### config.mk
export PLATFORM = sky130hd
export DESIGN_NAME = stopwatch_uart_tx
export DESIGN_NICKNAME = d
export VERILOG_FILES = /design/src/rtl/uart_tx_pkg.sv /design/src/rtl/bcd_to_ascii.sv /design/src/rtl/stopwatch_uart_tx.sv
export SDC_FILE = /design/constraint.sdc
export NUM_CORES = 1
export LEC_CHECK = 0
export CORE_ASPECT_RATIO = 1.75
export CORE_MARGIN = 2
export CORE_UTILIZATION = 50
export DETAILED_ROUTE_END_ITERATION = 8
export HOLD_SLACK_MARGIN = 0.02
export MAX_ROUTING_LAYER = met4
export PLACE_DENSITY = 0.76
export SLEW_MARGIN = 15
export SYNTH_ARGS = -nofsm -noshare
export SYNTH_HDL_FRONTEND = slang
export SYNTH_SLANG_ARGS = --single-unit
### constraint.sdc
create_clock -name clk -period 2.75 [get_ports clk]
set_clock_uncertainty 0.15 [all_clocks]
set_input_delay 0.275 -clock clk [delete_from_list [all_inputs] [get_ports clk]]
set_output_delay 0.275 -clock clk [all_outputs]
set_load 0.1 [all_outputs]
### src/rtl/uart_tx_pkg.sv
// Shared types and ASCII constants for the stopwatch UART text sender.
package uart_tx_pkg;

    typedef enum logic [1:0] {
        IDLE     = 2'd0,
        WAIT_RDY = 2'd1,
        GAP      = 2'd2
    } tx_state_t;

    localparam logic [7:0] ASCII_ZERO  = 8'h30;
    localparam logic [7:0] ASCII_QMARK = 8'h3F;
    localparam logic [7:0] ASCII_CR    = 8'h0D;
    localparam logic [7:0] ASCII_LF    = 8'h0A;

endpackage

### src/rtl/bcd_to_ascii.sv
// Converts one BCD nibble to its ASCII digit; non-decimal nibbles become '?'.
module bcd_to_ascii
    import uart_tx_pkg::*;
(
    input  logic [3:0] nibble_i,
    output logic [7:0] ascii_o
);

    // Map 0..9 onto '0'..'9', anything else onto '?'
    always_comb begin
        ascii_o = ASCII_QMARK;
        if (nibble_i <= 4'd9) begin
            ascii_o = ASCII_ZERO + {4'd0, nibble_i};
        end else begin
            ascii_o = ASCII_QMARK;
        end
    end

endmodule

### src/rtl/stopwatch_uart_tx.sv
// Sends the stopwatch time as "MM:SS" (optionally followed by CR LF) to a
// byte-wide UART transmitter, one byte per strobe, throttled by txready.
module stopwatch_uart_tx
    import uart_tx_pkg::*;
#(
    parameter bit         SEND_CRLF = 1'b1,
    parameter logic [7:0] SEP       = 8'h3A
) (
    input  logic        clk,
    input  logic        reset,
    input  logic        send,
    input  logic [15:0] time_bcd,
    input  logic        txready,
    output logic [7:0]  txdata,
    output logic        txclk,
    output logic        busy,
    output logic        done
);

    // Index of the final byte of a message
    localparam logic [2:0] LAST = SEND_CRLF ? 3'd6 : 3'd4;

    tx_state_t   state_q, state_d;
    logic [2:0]  idx_q, idx_d;
    logic [15:0] snap_q, snap_d;
    logic        pending_q, pending_d;
    logic [7:0]  txdata_q, txdata_d;
    logic        txclk_q, txclk_d;
    logic        busy_q, busy_d;
    logic        done_q, done_d;

    logic [3:0]  nibble_s;
    logic [7:0]  digit_s;
    logic [7:0]  byte_s;

    // Pick the snapshot nibble that belongs to the current byte position
    always_comb begin
        nibble_s = 4'd0;
        case (idx_q)
            3'd0:    nibble_s = snap_q[15:12];
            3'd1:    nibble_s = snap_q[11:8];
            3'd3:    nibble_s = snap_q[7:4];
            3'd4:    nibble_s = snap_q[3:0];
            default: nibble_s = 4'd0;
        endcase
    end

    bcd_to_ascii u_bcd_to_ascii (
        .nibble_i (nibble_s),
        .ascii_o  (digit_s)
    );

    // Select the byte to offer at the current position
    always_comb begin
        byte_s = 8'h00;
        case (idx_q)
            3'd0, 3'd1, 3'd3, 3'd4: byte_s = digit_s;
            3'd2:                   byte_s = SEP;
            3'd5:                   byte_s = ASCII_CR;
            3'd6:                   byte_s = ASCII_LF;
            default:                byte_s = 8'h00;
        endcase
    end

    // Next-state and registered-output logic for the message sequencer
    always_comb begin
        state_d   = state_q;
        idx_d     = idx_q;
        snap_d    = snap_q;
        pending_d = pending_q;
        txdata_d  = txdata_q;
        txclk_d   = 1'b0;
        busy_d    = busy_q;
        done_d    = 1'b0;
        case (state_q)
            IDLE: begin
                // A request raised while done was high is served right here
                if (send || pending_q) begin
                    snap_d    = time_bcd;
                    idx_d     = 3'd0;
                    pending_d = 1'b0;
                    busy_d    = 1'b1;
                    state_d   = WAIT_RDY;
                end else begin
                    busy_d    = 1'b0;
                end
            end
            WAIT_RDY: begin
                pending_d = pending_q | send;
                if (txready) begin
                    txdata_d = byte_s;
                    txclk_d  = 1'b1;
                    state_d  = GAP;
                end else begin
                    state_d  = WAIT_RDY;
                end
            end
            GAP: begin
                // txready is not looked at: the transmitter lowers it one cycle late
                pending_d = pending_q | send;
                if (idx_q == LAST) begin
                    done_d  = 1'b1;
                    state_d = IDLE;
                end else begin
                    idx_d   = idx_q + 3'd1;
                    state_d = WAIT_RDY;
                end
            end
            default: begin
                state_d = IDLE;
            end
        endcase
    end

    // State, snapshot and output registers with synchronous reset
    always_ff @(posedge clk) begin
        if (reset) begin
            state_q   <= IDLE;
            idx_q     <= 3'd0;
            snap_q    <= 16'h0000;
            pending_q <= 1'b0;
            txdata_q  <= 8'h00;
            txclk_q   <= 1'b0;
            busy_q    <= 1'b0;
            done_q    <= 1'b0;
        end else begin
            state_q   <= state_d;
            idx_q     <= idx_d;
            snap_q    <= snap_d;
            pending_q <= pending_d;
            txdata_q  <= txdata_d;
            txclk_q   <= txclk_d;
            busy_q    <= busy_d;
            done_q    <= done_d;
        end
    end

    assign txdata = txdata_q;
    assign txclk  = txclk_q;
    assign busy   = busy_q;
    assign done   = done_q;

endmodule

==> impl_metrics.ini <==
[routing]
via_per_inst = 5.63
wl_mm = 3.30
vias = 1317
drtIter0Drc = 40
drt-wirelength-per-cell_um = 14.1
dr.pass1.iters = 4
drc = 0
drtAntennaViolNets = 0

[setup_path]
slowest_delay_ns = 0.40
crit_path_end_kind = flip-flop
critPathRequiredTime_ns = 2.81
reg2reg_depth = 6
cp.arrival_ns = 2.14
path_cells = inv_1, ha_1, nor3b_4, a311o_2, or3b_1, a21oi_2
crit_path_start_kind = flip-flop
cp_slowest_cell = a311o_2
path_max_fanout = 7
worstSetupPathType = flip-flop to flip-flop

[cells_and_area]
multi_input_area_um2 = 803
syn_to_final_growth_pct = 23.0
num-fill-cells = 265
final_common_cell = nand2_1
antenna_cells = 0
final_cell_mix = nand2_1 (40), dfxtp_1 (30), a21oi_1 (25)
final_nets = 234
fin_util = 0.633
regArea_um2 = 601
layout-drive-gt1-share = 0.121

[synth]
syn_area_per_cell_um2 = 8.42
synthDistinctLibCells = 40
ys_top_cells_by_area = dfxtp_1 (40%), nand2_1 (10%), a21oi_1 (8.4%)
async_flop_share = 0
synth_top_area_frac = 0.403
synth_area_um2 = 1490
yosysSeqAreaShare = 0.403
yosysWarnings = 0
synth_enable_flop_cells = 0
netlist_instances = 177
synth.ff_latch_count = 30
synth_ff_type = dfxtp_1
yosysTopAreaCell = dfxtp_1

[floorplanning]
die_height_um = 76.2
top_level_ports = 31
start_util = 0.515
fp.dieW_um = 45.3
coreArea_um2 = 2900
num_rows = 26
die_area_um2 = 3450

[sta]
min_period_ns = 2.08
grt_setup_unrepaired = false
tns_ns = 0
setup_viol = 0
tightestPinTransition_ns = 0.617
finalHoldViolations = 0
final_max_slew_viol_count = 0
fmax_mhz = 480
min_period_over_period = 0.757
slew_headroom = 0.587

[place]
dp_hpwl_mm = 2.45
io_buffer_count = 28
place.gp.congestion = 0.847

[power]
power.density_nw_per_um2 = 644
leakagePower_nw = 0.715
vdd_drop_max_uv = 430

[clock_network]
cts.path.max_buffers = 2
ctsHoldBuffers = 0
cts_setup_buffers = 0
insertion_delay_ns = 0.28
cts_tree = built
cts_resized = 0
htree_num_levels = 2
clockRootBuffer = clkbuf_8
path_clk_slew_ns = 0.06
clock-sinks = 30
cts_buffers = 5

[global_route]
grt_start_max_net_pins = 18
grt-ovfl-total = 0
first_global_vias = 1369
grt_pass1_wl_mm = 5.82
grtUsageTotal = 0.229
antenna_found_initial = 0

[flow_run]
maxCapViolations = 0

[worst_hold_path]
min_path_type = flip-flop to flip-flop
hold_depth = 2

[outcome]
status = completed
## final cells by class
cell class / count / share of cell area
multi-input cells: 130 / 0.438
flip-flops and latches: 30 / 0.328
repair buffers: 30 / 0.149
clock buffers: 7 / 0.0471
well taps: 28 / 0.0191
inverters: 8 / 0.0164
clock inverters: 1 / 0.00273
## path summary, 6_finish.rpt
| path | start | endpoint | slack (ns) |
|---|---|---|---|
| worst min-delay path | snap_q[3]$_SDFFE_PP0P_ | snap_q[3]$_SDFFE_PP0P_ | 0.30 |
| worst max register to register | state_q[0]$_SDFFE_PP0P_ | idx_q[2]$_SDFFE_PP0P_ | 0.67 |
| worst min register to register | snap_q[3]$_SDFFE_PP0P_ | snap_q[3]$_SDFFE_PP0P_ | 0.30 |
| worst max-delay path | state_q[0]$_SDFFE_PP0P_ | idx_q[2]$_SDFFE_PP0P_ | 0.67 |
## Yosys cell counts, types with 2 or more instances
library cell  number
dfxtp_1           30
nand3b_1           2
mux2_1             3
o21ai_1            4
o211ai_1           2
inv_1              8
a221o_1            3
nor2_1             7
a311oi_1           2
clkbuf_1           4
ha_1               9
o21ai_0            3
nand2_1           40
a21oi_1           25
and3b_2            3
buf_4              4
a22o_1             2
nor3_1             4
## stage by stage
step	power [mW]	instance area (um^2)	worst slack (ns)	hold slack, ns	instances
2_1_floorplan	0.742	1490	0.832	0.261	178
3_3_place_gp	0.813	1740	0.723	0.289	226
3_5_place_dp	0.826	1740	0.670	0.297	226
4_1_cts	1.19	1830	0.670	0.305	234
5_1_grt	1.24	1830	0.554	0.331	234
6_report	1.18	1830	0.667	0.304	234
## worst max-delay path: cells and delay by family (launching register included)
family / cells / cell delay (ns)
AO/OA/AOI/OAI: 2 / 0.54
flip-flops: 1 / 0.38
AND/OR/NAND/NOR: 2 / 0.58
adder cells (fa/ha/maj): 1 / 0.27
buffers and inverters: 1 / 0.08
## logic make-up after synthesis
kind of cell / after synthesis / share of synthesized area
flip-flops: 30 / 0.403
multiplexers: 5 / 0.0369
buffers and inverters: 18 / 0.0604
AO/OA/AOI/OAI: 49 / 0.206
AND/OR/NAND/NOR: 65 / 0.216
other: 1 / 0.00252
adder cells (fa/ha/maj): 9 / 0.0756
## registers in the layout (all words and copies together), names as in the netlist
name	flops
busy	1
done	1
idx_q	3
pending_q	1
snap_q	16
state_q	2
txclk	1
txdata	5
## metal layers
metal / global-route usage / share of wire
met5: - / 0
met3: 0.0355 / 0.034
met1: 0.219 / 0.37
met4: 0.126 / 0.032
met2: 0.404 / 0.57
## power breakdown
group / leakage (nW) / switching (mW) / internal, mW
registers: 0.245 / 0.0250 / 0.475
clock network: 0.0482 / 0.163 / 0.201
logic: 0.421 / 0.206 / 0.110
total: 0.715 / 0.394 / 0.787
Note: power is estimated with default switching activity, not from simulation.
